**config.mk**
```make
export PLATFORM = sky130hd
export DESIGN_NAME = dmi_req_fifo
export DESIGN_NICKNAME = d
export VERILOG_FILES = /design/src/rtl/dmi_req_fifo.sv
export SDC_FILE = /design/constraint.sdc
export NUM_CORES = 1
export LEC_CHECK = 0
export CORE_MARGIN = 5
export CORE_UTILIZATION = 40
export CTS_BUF_LIST = sky130_fd_sc_hd__clkbuf_4 sky130_fd_sc_hd__clkbuf_8 sky130_fd_sc_hd__clkbuf_16
export DETAILED_ROUTE_END_ITERATION = 10
export PLACE_DENSITY = 0.69
export SKIP_CTS_REPAIR_TIMING = 1
export SYNTH_ARGS = -nofsm -noshare
export SYNTH_HDL_FRONTEND = slang
export SYNTH_SLANG_ARGS = --single-unit
```
**constraint.sdc**
```tcl
create_clock -name clk_i -period 2.2 [get_ports clk_i]
set_clock_uncertainty 0.15 [all_clocks]
set_input_delay 0.44 -clock clk_i [delete_from_list [all_inputs] [get_ports clk_i]]
set_output_delay 0.44 -clock clk_i [all_outputs]
set_load 0.01 [all_outputs]
```
**src/rtl/dmi_req_fifo.sv**
```systemverilog
// rtl/dmi_req_fifo.sv - DMI request queue between the DTM and the Debug Module
module dmi_req_fifo #(
    parameter int Depth     = 2,
    parameter int AddrWidth = 7,
    parameter int DataWidth = 32,
    localparam int CntW     = $clog2(Depth + 1),
    localparam int PtrW     = (Depth > 1) ? $clog2(Depth) : 1
) (
    input  logic                 clk_i,
    input  logic                 rst_i,
    input  logic                 dmi_rst_ni,
    input  logic                 req_valid_i,
    output logic                 req_ready_o,
    input  logic [AddrWidth-1:0] req_addr_i,
    input  logic [1:0]           req_op_i,
    input  logic [DataWidth-1:0] req_data_i,
    output logic                 dm_valid_o,
    input  logic                 dm_ready_i,
    output logic [AddrWidth-1:0] dm_addr_o,
    output logic [1:0]           dm_op_o,
    output logic [DataWidth-1:0] dm_data_o,
    output logic                 full_o,
    output logic                 empty_o,
    output logic [CntW-1:0]      count_o,
    output logic                 overflow_o
);
    typedef struct packed {
        logic [AddrWidth-1:0] addr;
        logic [1:0]           op;
        logic [DataWidth-1:0] data;
    } entry_t;

    entry_t          mem_q [Depth];
    entry_t          mem_d [Depth];
    logic [PtrW-1:0] wr_ptr_q, wr_ptr_d;
    logic [PtrW-1:0] rd_ptr_q, rd_ptr_d;
    logic [CntW-1:0] count_q, count_d;
    logic            overflow_q, overflow_d;
    logic            rw_op, full, empty, push, pop;
    entry_t          head;

    // Explicit wrap so non-power-of-two depths never address past the array.
    function automatic logic [PtrW-1:0] ptr_inc(input logic [PtrW-1:0] p);
        return (p == PtrW'(Depth - 1)) ? '0 : p + 1'b1;
    endfunction

    assign full  = (count_q == CntW'(Depth));
    assign empty = (count_q == '0);
    assign rw_op = req_valid_i && ((req_op_i == 2'd1) || (req_op_i == 2'd2));
    assign push  = rw_op && !full;
    assign pop   = dm_ready_i && !empty;

    always_comb begin
        mem_d      = mem_q;
        wr_ptr_d   = wr_ptr_q;
        rd_ptr_d   = rd_ptr_q;
        count_d    = count_q;
        overflow_d = overflow_q;
        if (!dmi_rst_ni) begin
            wr_ptr_d   = '0;
            rd_ptr_d   = '0;
            count_d    = '0;
            overflow_d = 1'b0;
        end else begin
            if (push) begin
                mem_d[wr_ptr_q] = {req_addr_i, req_op_i, req_data_i};
                wr_ptr_d        = ptr_inc(wr_ptr_q);
            end
            if (pop) begin
                rd_ptr_d = ptr_inc(rd_ptr_q);
            end
            if (push && !pop) begin
                count_d = count_q + 1'b1;
            end else if (pop && !push) begin
                count_d = count_q - 1'b1;
            end
            if (rw_op && full) begin
                overflow_d = 1'b1;
            end
        end
    end

    always_ff @(posedge clk_i) begin
        if (rst_i) begin
            wr_ptr_q   <= '0;
            rd_ptr_q   <= '0;
            count_q    <= '0;
            overflow_q <= 1'b0;
        end else begin
            wr_ptr_q   <= wr_ptr_d;
            rd_ptr_q   <= rd_ptr_d;
            count_q    <= count_d;
            overflow_q <= overflow_d;
        end
    end

    // Storage is deliberately not reset; stale contents are masked at the outputs.
    always_ff @(posedge clk_i) begin
        mem_q <= mem_d;
    end

    assign head        = mem_q[rd_ptr_q];
    assign dm_addr_o   = empty ? '0 : head.addr;
    assign dm_op_o     = empty ? '0 : head.op;
    assign dm_data_o   = empty ? '0 : head.data;
    assign dm_valid_o  = !empty;
    assign req_ready_o = !full;
    assign full_o      = full;
    assign empty_o     = empty;
    assign count_o     = count_q;
    assign overflow_o  = overflow_q;
endmodule

```
* After elaboration in Yosys (flattened, before gate mapping)
Index checks and enable logic that the tools add are counted.
** Cells by class
- Add/subtract/negate cells :: 4
- $mul :: 0
- Div/mod/pow operators :: 0
- Magnitude comparators :: 3
- Eq/ne operators :: 3
- Shifts and indexed selects :: 0
- Multiplexer cells :: 13
- Bitwise logic cells :: 3
- Reduce and logical (&&, ||, !) cells :: 16
** Operators with widths (number)
- $mux 41 :: 4
- $bwmux 82 :: 1
- $demux 41 s1 :: 1
- $mux 32 :: 1
- $logic_and 1x1->1 :: 7
- $mux 7 :: 1
- $mux 2 :: 3
- $eq 2x2->1 const B :: 2
- $ge 2x2->1 const B :: 2
- $logic_not 1->1 :: 4
- $not 1->2 :: 2
- $add 1x1->1 const B :: 2
- $add 2x1->2 const B :: 1
- $eq 2x1->1 const B :: 1
- $logic_not 2->1 :: 1
- $lt 2x1->1 const B :: 1
- $mux 1 :: 2
- $reduce_and 2->1 :: 1
- $reduce_bool 2->1 :: 1
- $reduce_or 2->1 :: 1
- $sub 2x1->2 const B :: 1
- $logic_or 1x1->1 :: 1
- $not 1->1 :: 1
** Word-level totals
- Flip-flop bits (word level) :: 87
- Latch bits :: 0
- Bits in writable memories :: 0
- Memory bits (read-only) :: 0
- Logic and storage cells :: 52
- Memories kept :: 0

* Longest topological paths before layout
- Depth in word-level cells :: 8
- Mapped depth :: 6

* Worst setup path after synthesis
Ideal clock, no wire load.
- Path type :: reg2reg
- Start :: register count_q[0] (netlist: count_o[0])
- End :: register mem_q[0] (netlist bit) (enable)
- Library setup time :: 0.379 ns
- Arrival :: 1.500 ns
- Required time :: 1.671 ns
- Setup slack :: 0.171 ns
- Stages on the path, launching flop included :: 4
- Path buffers :: 0
- Clock period less this slack :: 2.029 ns
- Cell sequence :: dfxtp_1 nand2b_4 and3_4 and3_2
** On the way
- Cells in the longest elaborated chain, start to end :: 4
** RTL lines
- start: declaration :: line 37 : logic [CntW-1:0] count_q, count_d;
- start signal: assignment :: line 92 : count_q <= count_d;
- $eq 2x2->1 :: line 47 : assign full = (count_q == CntW'(Depth));
- $logic_not 1->1
- via req_ready_o :: line 13 : output logic req_ready_o,
- $logic_and 1x1->1 :: line 50 : assign push = rw_op && !full;
- via push :: line 39 : logic rw_op, full, empty, push, pop;
- $reduce_and 2->1 (no line)
- end signal: assignment :: line 99 : mem_q <= mem_d;
- end: declaration :: line 33 : entry_t mem_q [Depth];
The timed path passes the listed nets, and every way through them passes these cells.
A chain may end at the register's enable or synchronous reset.

* Worst setup path after layout
- Start :: register rd_ptr_q
- End :: output dm_addr_o[4]
** On the way
- Cells in the longest elaborated chain, start to end :: 5
** RTL lines
- start: declaration :: line 36 : logic [PtrW-1:0] rd_ptr_q, rd_ptr_d;
- start signal: assignment :: line 91 : rd_ptr_q <= rd_ptr_d;
- $not 1->2 (not written as such) :: line 102 : assign head = mem_q[rd_ptr_q];
- $mux 41 (not written as such) (3 in a row) :: line 102
- $mux 7 :: line 103 : assign dm_addr_o = empty ? '0 : head.addr;
- end: declaration :: line 19 : output logic [AddrWidth-1:0] dm_addr_o,
Every way passes these cells. The select of a mux whose other input is x is not followed.

==> results.yml <==
sta:
  whs_ns: 0.324
  setup_viol: 0
  drv_slew: 0
  period_share: 0.991
  period_needed_ns: 2.18
  relSlewSlack: 0.730
  max_freq_ghz: 0.459
  hold_violations: 0
  fin_tns_setup_ns: 0
  worstMarginPinSlew_ns: 0.401
  rsz0062_at_grt: "yes"
grt:
  first_global_vias: 2043
  antenna_found_initial: 0
  grt_overflow: 0
  grt_pass1_wl_um: 10200
  track_usage: 0.132
  grt_max_degree: 31
logic_synthesis:
  synth_top_area_cell: "edfxtp_1"
  netlist_instances: 203
  synth_edf_count: 82
  ys_types: 19
  synth_fp_nets: 250
  synthFlopType: "edfxtp_1"
  synth.most_common_cell: "edfxtp_1"
  synthArstFlopShare: 0
  synth_seq_cells: 87
  synthTopCellsByArea: "edfxtp_1 (73%), mux2i_1 (12%), nor2_1 (5.1%)"
  ys_warn_count: 0
  syn_area_per_cell_um2: 16.5
  synth_area_mm2: 0.00335
  synth_commonest_cells: "edfxtp_1 (82), nor2_1 (46), mux2i_1 (41)"
  ys_seq_area_frac: 0.764
  yosysTopAreaCellShare: 0.734
finish:
  drive_gt1_frac: 0.217
  utilization: 0.621
  antenna_cells: 0
  syn_to_final_growth_pct: 51.4
  final_nets: 380
place:
  io_buffers: 93
  post-dp-hpwl_um: 4880
  place_congestion: 0.736
worst_setup_path:
  criticalPathCategory: "reg -> out"
  cp-end-kind: "output port"
  cp_max_fo: 8
  regToRegSetupSlack_ns: 0.34
  worstPathRequired_ns: 1.61
  worst_setup_path_start_kind: "register"
  crit_arrival_ns: 1.59
pwr:
  p_leak_nw: 2.40
  pwr-share-seq: 0.553
  p_per_area_mw_per_mm2: 666
  p_int_w: 0.00265
  power.share.clock: 0.312
  switchingPower_w: 0.000727
  switching_share: 0.215
  total_power_w: 0.00338
  ir_worst_vdd_mv: 0.469
  combPwrFrac: 0.135
clock_tree:
  clkLatencyLatePin_ns: 0.33
  cts_buffer_depth: 2
  clockRootBuffer: "clkbuf_8"
  cts_made_buffers: 9
  cts_sinks: 87
  htree_num_levels: 3
  cts.clk_slew.worst_paths_ns: 0.08
  cts_tree: "built"
die:
  die_w_um: 102
  die-area_mm2: 0.0103
  core-area_mm2: 0.00818
  rows: 33
  dieHeight_um: 102
  start_util: 0.410
  ioPinCount: 94
detailed_routing:
  via_per_inst: 4.67
  routed_wirelength_um: 7240
  wl_per_cell_um: 16.4
  drc: 0
  dr_total_vias: 2065
  drt_iter0_drc: 61
  dr.pass1.iters: 4
  drtAntennaViolNets: 0
run:
  maxCapViolCount: 0
worst_hold_path:
  min-delay-path-class: "reg -> reg"
run_status:
  status: "finished, final reports clean"
power groups by stage:
stage	clock network, W	logic, W	registers (W)
2_1_floorplan	0	0.000166	0.00190
6_report	0.00106	0.000457	0.00187
3_3_place_gp	0	0.000443	0.00190
3_5_place_dp	0	0.000449	0.00191
4_1_cts	0.00108	0.000452	0.00187
5_1_grt	0.00116	0.000492	0.00187
area by class of cell:
type	instances	area [µm²]
fillers	636	3100
inverters	3	11.3
flip-flops and latches	87	2570
multi-input cells	104	781
repair buffers	128	1400
well taps	105	131
clock inverters	4	47.5
clock buffers	11	139
sequential cells by signal (all words and copies together) (netlist names):
signal,cells
mem_q,82
wr_ptr_q,1
count_o,2
overflow_o,1
rd_ptr_q,1
critical path, cell delays in order, from the launching register on:
cell,delay (ns)
dfxtp_4,0.42
buf_4,0.15
clkbuf_16,0.16
buf_4,0.11
mux2i_1,0.18
nor2_1,0.06
dlymetal6s2s_1,0.17
logic make-up (layout without fill, tap and decap cells):
family | Yosys count | count (layout) | synth area share
multiplexers | 42 | 42 | 0.127
XOR/XNOR | 4 | 4 | 0.0104
flip-flops | 87 | 87 | 0.764
AO/OA/AOI/OAI | 4 | 4 | 0.00634
adder cells (fa/ha/maj) | 1 | 1 | 0.00373
buffers and inverters | 12 | 146 | 0.0198
AND/OR/NAND/NOR | 53 | 53 | 0.0690
layout by cell type (no fill, tap or decap), drive strengths merged:
cell           count
clkinvlp           1
a21oi              1
edfxtp            82
dlymetal6s2s      42
xor2               4
nor2              47
bufinv             1
ha                 1
or3                1
mux2i             41
and3               3
mux2               1
o21ai              2
a31oi              1
nand2b             2
inv                3
clkbuf            16
clkdlybuf4s50     48
buf               33
clkinv             2
dfxtp              5
layer usage:
layer / part of all wire / up-vias / track usage
li1: - / 1000 / -
met1: 0.43 / 996 / 0.167
met2: 0.50 / 63 / 0.216
met3: 0.064 / 6 / 0.0420
met4: 0.0098 / 0 / 0.0460
met5: 0 / - / 0
path summary, 6_finish.rpt:
check	startpoint	to	depth (start not counted)
max	rd_ptr_q	dm_addr_o[4]	6
min	overflow_o	overflow_o	2
max reg2reg	count_o[0]	count_o[1]	7
min reg2reg	overflow_o	overflow_o	2
metrics by stage:
step	std cells	area [µm²]	setup slack [ns]
after CTS	423	4740	-0.236
after detailed placement	408	4550	-0.180
after floorplan	203	3350	0.171
after global routing	442	5080	-0.0766
final	442	5080	0.0193
after global placement	408	4550	-0.187
Power figures use the tool's default switching activity.
